$ cat src/rtl/dpr_tx_reader.sv
// Port-B read sequencer: drains a block of up to 32 words from the message buffer onto a valid/ready stream.
// Optional odd-parity output is enabled by defining DPR_TX_PARITY_EN; otherwise TX_PAR is tied low.
`timescale 1ns/1ps
module dpr_tx_reader #(
  parameter int ADDR_W = 5,
  parameter int DATA_W = 16
) (
  input  logic              CLK,
  input  logic              RST,
  input  logic              START,
  input  logic [ADDR_W-1:0] START_ADDR,
  input  logic [4:0]        WORD_COUNT,
  input  logic              ABORT,
  output logic [ADDR_W-1:0] B_ADDR,
  output logic              B_WEN,
  output logic [DATA_W-1:0] B_DIN,
  input  logic [DATA_W-1:0] B_DOUT,
  output logic [DATA_W-1:0] TX_DATA,
  output logic              TX_PAR,
  output logic              TX_VALID,
  input  logic              TX_READY,
  output logic              BUSY,
  output logic              DONE
);

  typedef enum logic [1:0] {
    IDLE    = 2'd0,
    ISSUE   = 2'd1,
    FETCH   = 2'd2,
    PRESENT = 2'd3
  } state_t;

  state_t            state_reg, state_next;
  logic [ADDR_W-1:0] addr_reg, addr_next;
  logic [5:0]        count_reg, count_next;
  logic [DATA_W-1:0] tx_data_reg, tx_data_next;
  logic              tx_valid_reg, tx_valid_next;
  logic              done_reg, done_next;

  always_ff @(posedge CLK or posedge RST) begin
    if (RST) begin
      state_reg <= IDLE;
    end else begin
      state_reg <= state_next;
    end
  end

  always_ff @(posedge CLK or posedge RST) begin
    if (RST) begin
      addr_reg     <= '0;
      count_reg    <= '0;
      tx_data_reg  <= '0;
      tx_valid_reg <= 1'b0;
      done_reg     <= 1'b0;
    end else begin
      addr_reg     <= addr_next;
      count_reg    <= count_next;
      tx_data_reg  <= tx_data_next;
      tx_valid_reg <= tx_valid_next;
      done_reg     <= done_next;
    end
  end

  always_comb begin
    state_next    = state_reg;
    addr_next     = addr_reg;
    count_next    = count_reg;
    tx_data_next  = tx_data_reg;
    tx_valid_next = tx_valid_reg;
    done_next     = 1'b0;

    case (state_reg)
      IDLE: begin
        // ABORT takes priority over a simultaneous START
        if (START && !ABORT) begin
          addr_next  = START_ADDR;
          count_next = (WORD_COUNT == 5'd0) ? 6'd32 : {1'b0, WORD_COUNT};
          state_next = ISSUE;
        end
      end
      ISSUE: begin
        state_next = FETCH;
      end
      FETCH: begin
        tx_data_next  = B_DOUT;
        tx_valid_next = 1'b1;
        state_next    = PRESENT;
      end
      PRESENT: begin
        if (TX_READY) begin
          tx_valid_next = 1'b0;
          addr_next     = addr_reg + ADDR_W'(1);
          count_next    = count_reg - 6'd1;
          if (count_reg == 6'd1) begin
            state_next = IDLE;
            done_next  = 1'b1;
          end else begin
            state_next = ISSUE;
          end
        end
      end
      default: begin
        state_next = IDLE;
      end
    endcase

    // Abort cancels everything, including a handshake in the same cycle
    if (ABORT && (state_reg != IDLE)) begin
      state_next    = IDLE;
      addr_next     = addr_reg;
      count_next    = count_reg;
      tx_data_next  = tx_data_reg;
      tx_valid_next = 1'b0;
      done_next     = 1'b0;
    end
  end

`ifdef DPR_TX_PARITY_EN
  logic tx_par_reg;

  // Parity is captured with the data word so both change on the same edge
  always_ff @(posedge CLK or posedge RST) begin
    if (RST) begin
      tx_par_reg <= 1'b0;
    end else if ((state_reg == FETCH) && !ABORT) begin
      tx_par_reg <= ~^B_DOUT;
    end
  end

  assign TX_PAR = tx_par_reg;
`else
  assign TX_PAR = 1'b0;
`endif

  assign B_ADDR   = addr_reg;
  assign B_WEN    = 1'b0;
  assign B_DIN    = '0;
  assign TX_DATA  = tx_data_reg;
  assign TX_VALID = tx_valid_reg;
  assign BUSY     = (state_reg != IDLE);
  assign DONE     = done_reg;

endmodule

$ cat config.mk
export PLATFORM = sky130hd
export DESIGN_NAME = dpr_tx_reader
export DESIGN_NICKNAME = d
export VERILOG_FILES = /design/src/rtl/dpr_tx_reader.sv
export SDC_FILE = /design/constraint.sdc
export NUM_CORES = 1
export LEC_CHECK = 0
export ABC_AREA = 1
export CAP_MARGIN = 20
export CORE_ASPECT_RATIO = 1.75
export CORE_MARGIN = 2
export CORE_UTILIZATION = 40
export CTS_CLUSTER_SIZE = 8
export DETAILED_ROUTE_END_ITERATION = 8
export PLACE_DENSITY_LB_ADDON = 0.3
export SYNTH_ARGS = -nofsm -noshare
export SYNTH_HDL_FRONTEND = slang
export SYNTH_SLANG_ARGS = --single-unit
$ cat constraint.sdc
create_clock -name CLK -period 2.4 [get_ports CLK]
set_input_delay 0.6 -clock CLK [delete_from_list [all_inputs] [get_ports CLK]]
set_output_delay 0.6 -clock CLK [all_outputs]
set_load 0.02 [all_outputs]
After elaboration in Yosys (flattened, before gate mapping)
Cells that the tools add are included.

word-level totals
  word-level logic and storage cells = 48
  register bits = 31
  output and inout port bits = 42
  bits of input ports = 31

cells by class
  eq/ne operators = 8
  $add $sub $neg = 2
  reduce and logical (&&, ||, !) cells = 12
  bitwise logic cells = 1
  multiplexer cells = 19

operator list
  operator             number
  $mux 6               3
  $pmux 6 s2           1
  $mux 5               2
  $pmux 5 s2           1
  $pmux 2 s4           1
  $mux 1               7
  $eq 6x1->1 const B   1
  $mux 2               3
  $ne 3x3->1 const B   2
  $reduce_and 2->1     3
  $sub 6x1->6 const B  1
  $add 5x1->5 const B  1
  $logic_not 5->1      1
  $eq 2x2->1 const B   2
  $ne 2x2->1 const B   2
  $reduce_and 4->1     1
  $reduce_bool 2->1    2
  $reduce_bool 3->1    1
  $eq 2x1->1 const B   1
  $logic_and 1x1->1    2
  $logic_not 2->1      1
  $pmux 1 s2           1
  $logic_not 1->1      1
  $not 1->1            1

Longest topological paths before layout
  word-level depth = 5
  gate-level depth with buffers = 10
  mapped depth without buffers = 9

Worst setup path after synthesis
Ideal clock, no wire load.

  kind = register to register
  from = register state_reg[0]
  to = register state_reg[0]
  cell stages (with the launch flop) = 11
  arrival time = 1.371 ns
  path buffers = 1
  slack = 0.964 ns
  setup time = 0.065 ns
  clock period less this slack = 1.436 ns
  data required time = 2.335 ns
  cells stage by stage = dfrtp_1 > inv_1 > ha_1 > inv_2 > nand2_2 > buf_6 > nand3_2 > nand2_1 > nor2_1 > nand2_1 > nand2_1

on the way
  word-level cells in the longest chain between the ends = 4
  elaborated cells on any way between the ends = 11
  classes of those cells = 5 x eq/ne; 2 x mux; 4 x reduce/logical

ends and longest elaborated chain
  item                               RTL line  source
  start, declared                    33        state_t state_reg, state_next;
  start signal, assigned             44        state_reg <= state_next;
  $reduce_bool 2->1 *                -
  via BUSY                           22        output logic BUSY,
  $logic_and 1x1->1 *                108       if (ABORT && (state_reg != IDLE)) begin
  $ne 3x3->1 (no source line)        -
  $reduce_and 2->1 (no source line)  -

Mark *: on every way through the listed nets, which the timed path passes. The rest lies on a longest branch.
A chain may end at the register's enable or synchronous reset.

Final worst setup path
  from = register addr_reg[2], in the netlist B_ADDR[2]
  to = output B_ADDR[2]

RTL lines
  item                    RTL line  source
  start, declared         34        logic [ADDR_W-1:0] addr_reg, addr_next;
  start signal, assigned  56        addr_reg <= addr_next;
  end, declared           14        output logic [ADDR_W-1:0] B_ADDR,

No word-level cell between the ends.

==> flow_metrics.py <==
metrics = {
    "pwr": {
        "p_leak_nw": 1.26,
        "power.density_nw_per_um2": 1300,
        "max-vdd-ir-drop_mv": 0.610,
        "p_total_mw": 3.16,
    },
    "global_route": {
        "grt_pass1_wl_um": 6440,
        "antenna_found_initial": 0,
        "grt_max_degree": 32,
        "overflow": 0,
        "grtUsageTotal_pct": 16.9,
        "grt_pass1_vias": 1522,
    },
    "final_layout": {
        "final_cell_mix": "nand2_1 (98), clkdlybuf4s50_1 (53), dfrtp_1 (31)",
        "ff_latch_area_um2": 776,
        "multi_input_area_um2": 848,
        "layout-drive-gt1-share_pct": 7.38,
        "diodes": 0,
        "nets": 334,
        "final_util_pct": 55.3,
        "syn2layout_area_growth_pct": 33.9,
        "n_fill_cell": 432,
        "largest_reg_flops": 16,
        "layout_commonest_cell": "nand2_1",
    },
    "synthesis": {
        "yosys_warnings": 0,
        "synthTopCellsByArea": "dfrtp_1 (43%), nand2_1 (20%), nand3_1 (8.0%)",
        "ys_ff_latch": 31,
        "synthCells": 242,
        "ys_seq_area_share_pct": 42.7,
        "avgSynthCellArea_um2": 7.51,
        "synth_area_um2": 1820,
        "synth.distinct_cells": 21,
        "synth_area_leader_cell": "dfrtp_1",
        "synth_top_area_share_pct": 42.7,
    },
    "sta": {
        "slew-limit-headroom_pct": 61.0,
        "finalSetupViolCount": 0,
        "skew_ps": 7.08,
        "fmax_mhz": 499,
        "drv_slew": 0,
        "hold_viol": 0,
        "period_needed_ps": 2000,
        "finalCritPeriodShare_pct": 83.5,
        "worst_pin_slew_ps": 585,
        "setup_tns_ps": 0,
        "whs_ps": 475,
        "rsz0062_at_grt": "false",
    },
    "worst_setup_path": {
        "critical_path.max_stage_delay_ps": 650,
        "critPathLaunchType": "flop",
        "cp-startpoint": "B_ADDR[2]",
        "timing.rr.end": "TX_DATA[0]",
        "path_buf_inv": 1,
        "crit_required_ps": 1800,
        "crit_fanout": 8,
        "crit_type": "flop to output port",
        "end_kind": "output port",
        "cp_cell_sequence": "clkdlybuf4s50_1",
        "rrSetupSlack_ps": 470,
        "path_depth": 1,
        "cp_slowest_cell": "clkdlybuf4s50_1",
        "critPathTopFamily": "buffers and inverters",
        "regToRegStartpoint": "state_reg[0]",
        "reg2reg_depth": 5,
        "crit_end": "B_ADDR[2]",
        "cp_data_arrival_time_ps": 1400,
    },
    "die": {
        "fp.coreArea_um2": 4400,
        "die_w_um": 55.0,
        "start_util_pct": 41.3,
        "io_pins": 73,
        "die_area_um2": 5120,
        "rows": 32,
        "die_h_um": 93.2,
    },
    "flow_run": {
        "cap_violations": 0,
    },
    "route": {
        "viasPerCell": 4.68,
        "drtPass1Iterations": 4,
        "via_count": 1635,
        "post_drt_wl_per_cell_um": 11.7,
        "ant_nets": 0,
        "drt_wl_total_um": 4070,
        "first_iter_violations": 18,
        "post-route-drc-count": 0,
    },
    "clock_tree": {
        "cts_tree": "yes",
        "cts_root_buffer": "clkbuf_8",
        "clock-sinks": 31,
        "cts_max_level": 2,
        "path_clk_slew_ps": 70,
        "clk-insertion-delay-late_ps": 280,
        "cts-buffers-inserted": 5,
        "post-cts-setup-buffers": 0,
        "clockBufferDepth": 2,
    },
    "hold_path": {
        "holdCritPathClass": "flop to flop",
        "hold_depth": 2,
    },
    "placed_design": {
        "place.port_buffers": 54,
        "routabilityCongestion": 0.822,
        "hpwl_um": 3050,
    },
    "status": {
        "status": "finished clean",
    },
}
synthesized netlist by cell type:
cell / n
a21oi_1: 2
ha_1: 6
or2_2: 4
nor4_1: 1
nor2_4: 1
nand2_2: 2
nand2_1: 98
nand3_2: 2
inv_1: 15
mux2i_1: 1
o21ai_1: 3
o21ai_0: 4
nand4_1: 4
nand3_1: 29
buf_6: 3
dfrtp_1: 31
inv_2: 2
buf_2: 5
conb_1: 1
buf_4: 18
nor2_1: 10
power breakdown:
part	total, mW	switching, mW	internal (mW)
registers	0.965	0.197	0.768
clock network	0.531	0.196	0.336
logic	1.67	0.980	0.688
total	3.16	1.37	1.79
final cells by class:
class / count / share of cell area [%]
Multi-Input combinational cell: 185 / 34.8
Sequential cell: 31 / 31.9
Inverter: 17 / 2.62
Tap cell: 51 / 2.62
Clock buffer: 6 / 3.39
Timing Repair Buffer: 57 / 23.2
Clock inverter: 2 / 1.44
how the worst min path moves through the flow:
stage / from / endpoint / slack, ps
2_1_floorplan: count_reg[5] / count_reg[5] / 460
3_3_place_gp: TX_DATA[7] / TX_DATA[7] / 450
3_5_place_dp: TX_DATA[13] / TX_DATA[13] / 460
4_1_cts: TX_DATA[13] / TX_DATA[13] / 480
5_1_grt: TX_DATA[10] / TX_DATA[10] / 500
6_report: TX_DATA[14] / TX_DATA[14] / 470
cells by family after synthesis:
family / count (synthesis) / share of synthesized area, %
AND/OR/NAND/NOR: 151 / 35.8
buffers and inverters: 43 / 14.2
flip-flops: 31 / 42.7
AO/OA/AOI/OAI: 9 / 2.48
adder cells (fa/ha/maj): 6 / 4.13
multiplexers: 1 / 0.551
other: 1 / 0.206
stage by stage:
stage	setup WS, ps	cells	cell area (µm²)
final	396	349	2430
after global routing	269	349	2430
after CTS	52.5	349	2430
after detailed placement	365	341	2310
after global placement	371	341	2310
after floorplan	964	259	1880
metal layers:
layer	routed length [µm]	GRT usage [%]	part of all wire [%]
met5	0	0	0
met1	1590	17.7	39
met2	2110	30.0	52
met4	89	8.13	2.2
met3	282	3.83	6.9
what timing repair did:
item,in CTS,in global routing
setup endpoints to repair,0,1
hold buffers,0,0
gates resized for setup,0,1
worst reg2reg max path: stages, from the launching register on:
cell and delay, ps:
dfrtp_1 440, inv_1 120, ha_1 540, nand2_1 490, nand2_1 170, nand2_1 60
No activity file was read; power rests on OpenSTA's default activity.
